===== config.mk =====
export PLATFORM = sky130hd
export DESIGN_NAME = pad_dir_sequencer
export DESIGN_NICKNAME = d
export VERILOG_FILES = /design/src/rtl/pad_dir_sequencer_pkg.sv /design/src/rtl/pad_turn_counter.sv /design/src/rtl/pad_dir_sequencer.sv
export SDC_FILE = /design/constraint.sdc
export NUM_CORES = 1
export LEC_CHECK = 0
export CORE_ASPECT_RATIO = 0.5
export CORE_MARGIN = 2
export CORE_UTILIZATION = 35
export CTS_CLUSTER_DIAMETER = 40
export CTS_CLUSTER_SIZE = 28
export DETAILED_ROUTE_END_ITERATION = 12
export PLACE_DENSITY = 0.71
export SKIP_CTS_REPAIR_TIMING = 1
export SLEW_MARGIN = 20
export SYNTH_ARGS = -nofsm -noshare
export SYNTH_HDL_FRONTEND = slang
export SYNTH_HIERARCHICAL = 1
export SYNTH_SLANG_ARGS = --single-unit
export TNS_END_PERCENT = 100

===== constraint.sdc =====
create_clock -name clk_i -period 1.87 [get_ports clk_i]
set_clock_uncertainty 0.1 [all_clocks]
set_input_delay 0.4675 -clock clk_i [delete_from_list [all_inputs] [get_ports clk_i]]
set_output_delay 0.4675 -clock clk_i [all_outputs]
set_load 0.02 [all_outputs]

===== src/rtl/pad_dir_sequencer_pkg.sv =====
// Shared types and helpers for the pad direction sequencer.
// Optional feature macro used elsewhere in this slice: PAD_SEQ_ERR_IRQ_EN.
package pad_dir_sequencer_pkg;

    // Sequencer states: wait for a request, hold OE low during turnaround, answer.
    typedef enum logic [1:0] {
        IDLE  = 2'd0,
        DRAIN = 2'd1,
        RESP  = 2'd2
    } pad_seq_state_e;

    // Width of the turnaround counter, able to hold 0..turn_cycles.
    function automatic int turn_cnt_width(input int turn_cycles);
        if (turn_cycles < 1) begin
            return 1;
        end else begin
            return $clog2(turn_cycles + 1);
        end
    endfunction

endpackage


===== src/rtl/pad_turn_counter.sv =====
// Turnaround down-counter: loads TURN_CYCLES-1, decrements to zero and holds.
module pad_turn_counter
    import pad_dir_sequencer_pkg::*;
#(
    parameter int TURN_CYCLES = 2
) (
    input  logic clk_i,
    input  logic rst_ni,
    input  logic load,
    input  logic dec,
    output logic zero
);

    localparam int CNTW = turn_cnt_width(TURN_CYCLES);
    localparam logic [CNTW-1:0] LOAD_VAL = CNTW'(TURN_CYCLES - 1);

    logic [CNTW-1:0] cnt_r;

    // Load has priority; decrement saturates at zero.
    always_ff @(posedge clk_i or negedge rst_ni) begin
        if (!rst_ni) begin
            cnt_r <= {CNTW{1'b0}};
        end else if (load) begin
            cnt_r <= LOAD_VAL;
        end else if (dec && (cnt_r != {CNTW{1'b0}})) begin
            cnt_r <= cnt_r - {{(CNTW-1){1'b0}}, 1'b1};
        end else begin
            cnt_r <= cnt_r;
        end
    end

    assign zero = (cnt_r == {CNTW{1'b0}});

endmodule


===== src/rtl/pad_dir_sequencer.sv =====
// Pad direction sequencer: applies one OE/attribute request at a time with a
// break-before-make turnaround, and rejects drives of input-only pads.
// Optional sticky error interrupt is built when PAD_SEQ_ERR_IRQ_EN is defined.
module pad_dir_sequencer
    import pad_dir_sequencer_pkg::*;
#(
    parameter int NUM_PADS = 8,
    parameter int PADATTR = 16,
    parameter int PADATTR_RND = (PADATTR == 0) ? 1 : PADATTR,
    parameter int TURN_CYCLES = 2,
    parameter logic [NUM_PADS-1:0] INPUT_ONLY_MASK = '0,
    parameter int IDXW = (NUM_PADS > 1) ? $clog2(NUM_PADS) : 1
) (
    input  logic                            clk_i,
    input  logic                            rst_ni,
    input  logic                            req_valid_i,
    output logic                            req_ready_o,
    input  logic [IDXW-1:0]                 req_pad_idx_i,
    input  logic                            req_oe_i,
    input  logic [PADATTR_RND-1:0]          req_attr_i,
    output logic                            rsp_valid_o,
    output logic                            rsp_err_o,
    output logic                            busy_o,
    output logic [NUM_PADS-1:0]             pad_oe_o,
    output logic [NUM_PADS*PADATTR_RND-1:0] pad_attributes_o,
    input  logic                            err_clr_i,
    output logic                            err_irq_o
);

    if (TURN_CYCLES < 1) begin : g_bad_turn
        $error("pad_dir_sequencer: TURN_CYCLES must be >= 1");
    end

    localparam logic [IDXW:0] NUM_PADS_W = (IDXW + 1)'(NUM_PADS);

    pad_seq_state_e                 state_r;
    logic                           ready_r;
    logic                           busy_r;
    logic                           rsp_valid_r;
    logic                           rsp_err_r;
    logic [NUM_PADS-1:0]            pad_oe_r;
    logic [NUM_PADS*PADATTR_RND-1:0] pad_attr_r;
    logic [NUM_PADS-1:0]            sel_r;
    logic                           oe_r;

    logic [NUM_PADS-1:0] req_sel_s;
    logic                req_range_ok_s;
    logic                req_in_only_s;
    logic                req_cur_oe_s;
    logic                req_err_s;
    logic                req_direct_s;
    logic                accept_s;
    logic                cnt_load_s;
    logic                cnt_dec_s;
    logic                cnt_zero_s;

    // Decode the incoming request against the current pad state.
    always_comb begin
        req_sel_s = {NUM_PADS{1'b0}};
        for (int i = 0; i < NUM_PADS; i++) begin
            req_sel_s[i] = (req_pad_idx_i == IDXW'(i));
        end
        req_range_ok_s = ({1'b0, req_pad_idx_i} < NUM_PADS_W);
        req_in_only_s  = |(req_sel_s & INPUT_ONLY_MASK);
        req_cur_oe_s   = |(req_sel_s & pad_oe_r);
        req_err_s      = !req_range_ok_s || (req_oe_i && req_in_only_s);
        req_direct_s   = !req_cur_oe_s && !req_oe_i;
        accept_s       = req_valid_i && (state_r == IDLE);
        cnt_load_s     = accept_s && !req_err_s && !req_direct_s;
        cnt_dec_s      = (state_r == DRAIN) && !cnt_zero_s;
    end

    pad_turn_counter #(
        .TURN_CYCLES (TURN_CYCLES)
    ) u_turn_counter (
        .clk_i  (clk_i),
        .rst_ni (rst_ni),
        .load   (cnt_load_s),
        .dec    (cnt_dec_s),
        .zero   (cnt_zero_s)
    );

    // Sequencer FSM with registered pad, handshake and response outputs.
    always_ff @(posedge clk_i or negedge rst_ni) begin
        if (!rst_ni) begin
            state_r     <= IDLE;
            ready_r     <= 1'b1;
            busy_r      <= 1'b0;
            rsp_valid_r <= 1'b0;
            rsp_err_r   <= 1'b0;
            pad_oe_r    <= {NUM_PADS{1'b0}};
            pad_attr_r  <= {(NUM_PADS*PADATTR_RND){1'b0}};
            sel_r       <= {NUM_PADS{1'b0}};
            oe_r        <= 1'b0;
        end else begin
            rsp_valid_r <= 1'b0;
            rsp_err_r   <= 1'b0;
            case (state_r)
                IDLE: begin
                    if (req_valid_i) begin
                        sel_r   <= req_sel_s;
                        oe_r    <= req_oe_i;
                        ready_r <= 1'b0;
                        busy_r  <= 1'b1;
                        if (req_err_s) begin
                            // Rejected: pads untouched, answer next cycle.
                            rsp_valid_r <= 1'b1;
                            rsp_err_r   <= 1'b1;
                            state_r     <= RESP;
                        end else begin
                            for (int i = 0; i < NUM_PADS; i++) begin
                                if (req_sel_s[i]) begin
                                    pad_attr_r[i*PADATTR_RND +: PADATTR_RND] <= req_attr_i;
                                end else begin
                                    pad_attr_r[i*PADATTR_RND +: PADATTR_RND] <=
                                        pad_attr_r[i*PADATTR_RND +: PADATTR_RND];
                                end
                            end
                            if (req_direct_s) begin
                                // Pad stays undriven: attributes change at once.
                                rsp_valid_r <= 1'b1;
                                state_r     <= RESP;
                            end else begin
                                // Break before make: release the pad first.
                                pad_oe_r <= pad_oe_r & ~req_sel_s;
                                state_r  <= DRAIN;
                            end
                        end
                    end else begin
                        state_r <= IDLE;
                    end
                end
                DRAIN: begin
                    if (cnt_zero_s) begin
                        pad_oe_r    <= (pad_oe_r & ~sel_r) | (sel_r & {NUM_PADS{oe_r}});
                        rsp_valid_r <= 1'b1;
                        state_r     <= RESP;
                    end else begin
                        state_r <= DRAIN;
                    end
                end
                RESP: begin
                    state_r <= IDLE;
                    ready_r <= 1'b1;
                    busy_r  <= 1'b0;
                end
                default: begin
                    state_r <= IDLE;
                    ready_r <= 1'b1;
                    busy_r  <= 1'b0;
                end
            endcase
        end
    end

`ifdef PAD_SEQ_ERR_IRQ_EN
    logic err_irq_r;

    // Sticky error flag; a new error wins over a simultaneous clear.
    always_ff @(posedge clk_i or negedge rst_ni) begin
        if (!rst_ni) begin
            err_irq_r <= 1'b0;
        end else if (accept_s && req_err_s) begin
            err_irq_r <= 1'b1;
        end else if (err_clr_i) begin
            err_irq_r <= 1'b0;
        end else begin
            err_irq_r <= err_irq_r;
        end
    end

    assign err_irq_o = err_irq_r;
`else
    logic unused_err_clr_s;
    assign unused_err_clr_s = err_clr_i;
    assign err_irq_o        = 1'b0;
`endif

    assign req_ready_o      = ready_r;
    assign busy_o           = busy_r;
    assign rsp_valid_o      = rsp_valid_r;
    assign rsp_err_o        = rsp_err_r;
    assign pad_oe_o         = pad_oe_r;
    assign pad_attributes_o = pad_attr_r;

endmodule

==> results.py, run 1 <==
metrics = {
    "power": {
        "pwr-share-clk_pct": 21.6,
        "pwr-share-comb_pct": 45.3,
        "internal_power_mw": 11.2,
        "pwr-share-seq_pct": 33.1,
        "ir_drop_mv": 0.740,
        "power.leakage_nw": 5.64,
        "power_density_nw_per_um2": 1780,
        "switching_share_pct": 34.9,
        "p_total_mw": 17.2,
        "p_sw_mw": 6.00,
    },
    "synthesis": {
        "synth_commonest_cells": "dfrtp_1, mux2_2, nand2_1",
        "synth_ff_type": "dfrtp_1",
        "async_reset_ff_share_pct": 100,
        "yosysSeqAreaShare_pct": 62.8,
        "syn_area_um2": 6020,
        "yosys_warnings": 6,
        "avgSynthCellArea_um2": 15.3,
        "yosys.area.top_type_share_pct": 62.4,
        "yosysMostFrequentCell": "dfrtp_1",
        "synth_cell_types": 42,
        "postSynthCellCount": 394,
        "synth_area_leader_cell": "dfrtp_1",
        "yosys-top-cells-area": "dfrtp_1, mux2_2, nand2_1, a22o_1, buf_6",
        "synth_edf_count": 0,
        "ys_ff_latch": 151,
    },
    "run_status": {
        "violations": "setup timing",
        "status": "complete, but fails checks",
    },
    "setup_path": {
        "r2r_slack_ps": -60,
        "worstPathRequired_ps": 2070,
        "r2r_end": "pad_attributes_o[52]$_DFFE_PN0P_",
        "crit_path_max_fanout": 8,
        "worst_setup_path_start_kind": "register",
        "cp.arrival_ps": 2130,
        "r2r-start": "state_r[0]$_DFF_PN0_",
        "critPathKind": "register to register",
        "reg2reg_depth": 5,
        "cp-end-kind": "register",
    },
    "drt": {
        "wl_met3_um": 996,
        "dr.pass1.iters": 4,
        "dr.max_layer_used": "met4",
        "vias_per_cell": 4.84,
        "routedWlPerCell_um": 20.8,
        "wirelength_mm": 17.8,
        "ant_nets": 0,
        "vias": 4146,
        "route.detailed.drc": 0,
        "wl_met1_mm": 8.07,
        "wl_met2_mm": 8.41,
        "drt_iter0_markers": 159,
    },
    "min_path": {
        "min_from": "req_ready_o$_DFFE_PN1P_",
        "holdPathStages": 2,
        "min_to": "req_ready_o$_DFFE_PN1P_",
        "hold_path_class": "register to register",
    },
    "place": {
        "io_buffers": 161,
        "dp_slack_ps": -594,
        "placed_area_um2": 8250,
        "dp.cells": 806,
        "hpwl_mm": 10.5,
        "gp_congestion": 0.798,
    },
    "sta": {
        "period_share_pct": 103,
        "post-route-min-period_ps": 1930,
        "finalWorstSetupSlack_ps": -61.9,
        "maxSlewViolCount": 0,
        "fin_setup_tns_ps": -1470,
        "hold_viol": 0,
        "fmax_ghz": 0.518,
        "rsz0062_at_grt": "true",
        "setup_viol": 47,
    },
    "final_layout": {
        "layout.nets": 643,
        "area_growth_pct": 61.2,
        "layout-drive-gt1-share_pct": 37.7,
        "diodes": 0,
        "stdcell_count": 856,
        "fin_area_um2": 9700,
    },
    "floorplan": {
        "io_pins": 165,
        "coreArea_um2": 16600,
        "rows": 33,
        "chipHeight_um": 96.7,
        "die_x_um": 189,
        "die_area_um2": 18300,
        "initial_core_util_pct": 36.3,
    },
    "clock_network": {
        "root_buffer": "clkbuf_16",
        "cts-buffers-inserted": 17,
        "cts_buffer_depth": 2,
        "clock-sinks": 151,
        "cts_tree": "built",
        "h-tree-depth": 4,
        "cts.reportedPaths.clkPinSlew_ps": 60,
        "clkLatencyLatePin_ps": 410,
    },
    "grt": {
        "grt_overflow": 0,
        "grt_pass1_vias": 4247,
        "grt_max_degree": 55,
        "grt_pass1_wl_mm": 24.8,
        "antenna_found_initial": 1,
        "track_usage_pct": 17.7,
    },
    "job": {
        "maxCapViolCount": 0,
    },
}
kinds of logic (layout without fill, tap and decap cells):
family	Yosys count	count (layout)	share of synthesized area [%]
mux	133	133	24.9
buf+inv	21	249	2.25
compound gates	27	27	3.26
flops	151	151	62.8
other cells	1	2	0.0623
fa+ha+maj	1	1	0.208
simple gates	60	66	6.47
how the worst max path moves through the flow:
stage,from,to,cells past startpoint
after floorplan,req_pad_idx_i[2],u_turn_counter/cnt_r[1]$_DFFE_PN0P_,7
after global placement,req_pad_idx_i[2],u_turn_counter/cnt_r[1]$_DFFE_PN0P_,7
after detailed placement,req_pad_idx_i[2],u_turn_counter/cnt_r[1]$_DFFE_PN0P_,7
after CTS,req_ready_o$_DFFE_PN1P_,req_ready_o,1
after global routing,register,u_turn_counter/cnt_r[1]$_DFFE_PN0P_,6
final,state_r[0]$_DFF_PN0_,pad_attributes_o[52]$_DFFE_PN0P_,5
state kept, by name, summed over array words and instances, names as in the netlist, named ones only:
| register | flops |
|---|---|
| oe_r | 1 |
| state_r | 1 |
| req_ready_o | 1 |
| u_turn_counter/cnt_r | 2 |
| rsp_valid_o | 1 |
| sel_r | 8 |
| pad_attributes_o | 128 |
| busy_o | 1 |
cells in the final DEF, fill, tap and decap left out, types with 3 or more instances in the layout:
cell | netlist | final
nand2_8 | 0 | 9
mux2i_1 | 4 | 4
buf_12 | 0 | 12
inv_1 | 5 | 5
buf_4 | 3 | 31
a21o_1 | 3 | 3
buf_6 | 5 | 6
and2_1 | 5 | 5
dfrtp_1 | 150 | 148
mux2_2 | 127 | 100
dlymetal6s2s_1 | 0 | 143
clkdlybuf4s50_1 | 0 | 17
bufinv_16 | 0 | 5
nand2_1 | 19 | 18
nor2_1 | 8 | 8
clkbuf_16 | 0 | 20
a22o_1 | 8 | 8
mux2_4 | 2 | 29
o21ai_0 | 7 | 7
clkinvlp_4 | 0 | 5
through the flow:
step / hold WS (ps) / util [%]
finish: 387 / 58.4
global route: 415 / 58.4
CTS: -167 / 53.5
detailed placement: 281 / 49.7
global placement: 282 / 49.7
floorplan: 71.9 / -
power by group through the flow:
stage / clock network, mW / logic (mW) / registers, mW
2_1_floorplan: 0 / 1.94 / 7.50
3_3_place_gp: 0 / 7.58 / 5.72
3_5_place_dp: 0 / 7.67 / 5.77
4_1_cts: 3.80 / 7.71 / 5.75
5_1_grt: 3.94 / 8.17 / 5.91
6_report: 3.72 / 7.80 / 5.70
metal layers:
metal | vias up | track usage, %
li1 | 1864 | -
met1 | 2136 | 23.5
met2 | 120 | 28.5
met3 | 26 | 4.39
met4 | 0 | 6.26
met5 | - | 0
worst max-delay path, cell delays in order, from the launching register on:
cell and delay [ps]:
dfrtp_2 430, or3b_4 480, nor3_4 170, buf_12 150
clkbuf_16 180, mux2_4 310
cell type report:
| class | count | area [um^2] |
|---|---|---|
| Multi-Input combinational cell | 229 | 2380 |
| Inverter | 5 | 18.8 |
| Timing Repair Buffer | 214 | 2600 |
| Sequential cell | 151 | 3780 |
| Fill cell | 1277 | 6900 |
| Tap cell | 227 | 284 |
| Clock buffer | 17 | 425 |
| Clock inverter | 13 | 206 |
Note: power is estimated with default switching activity, not from simulation.
==> run 2, diff against run 1 <==
- SLEW_MARGIN: 20 -> default
==> results of run 2 <==
The final DEF is identical to that of run 1; final timing and power are the same.
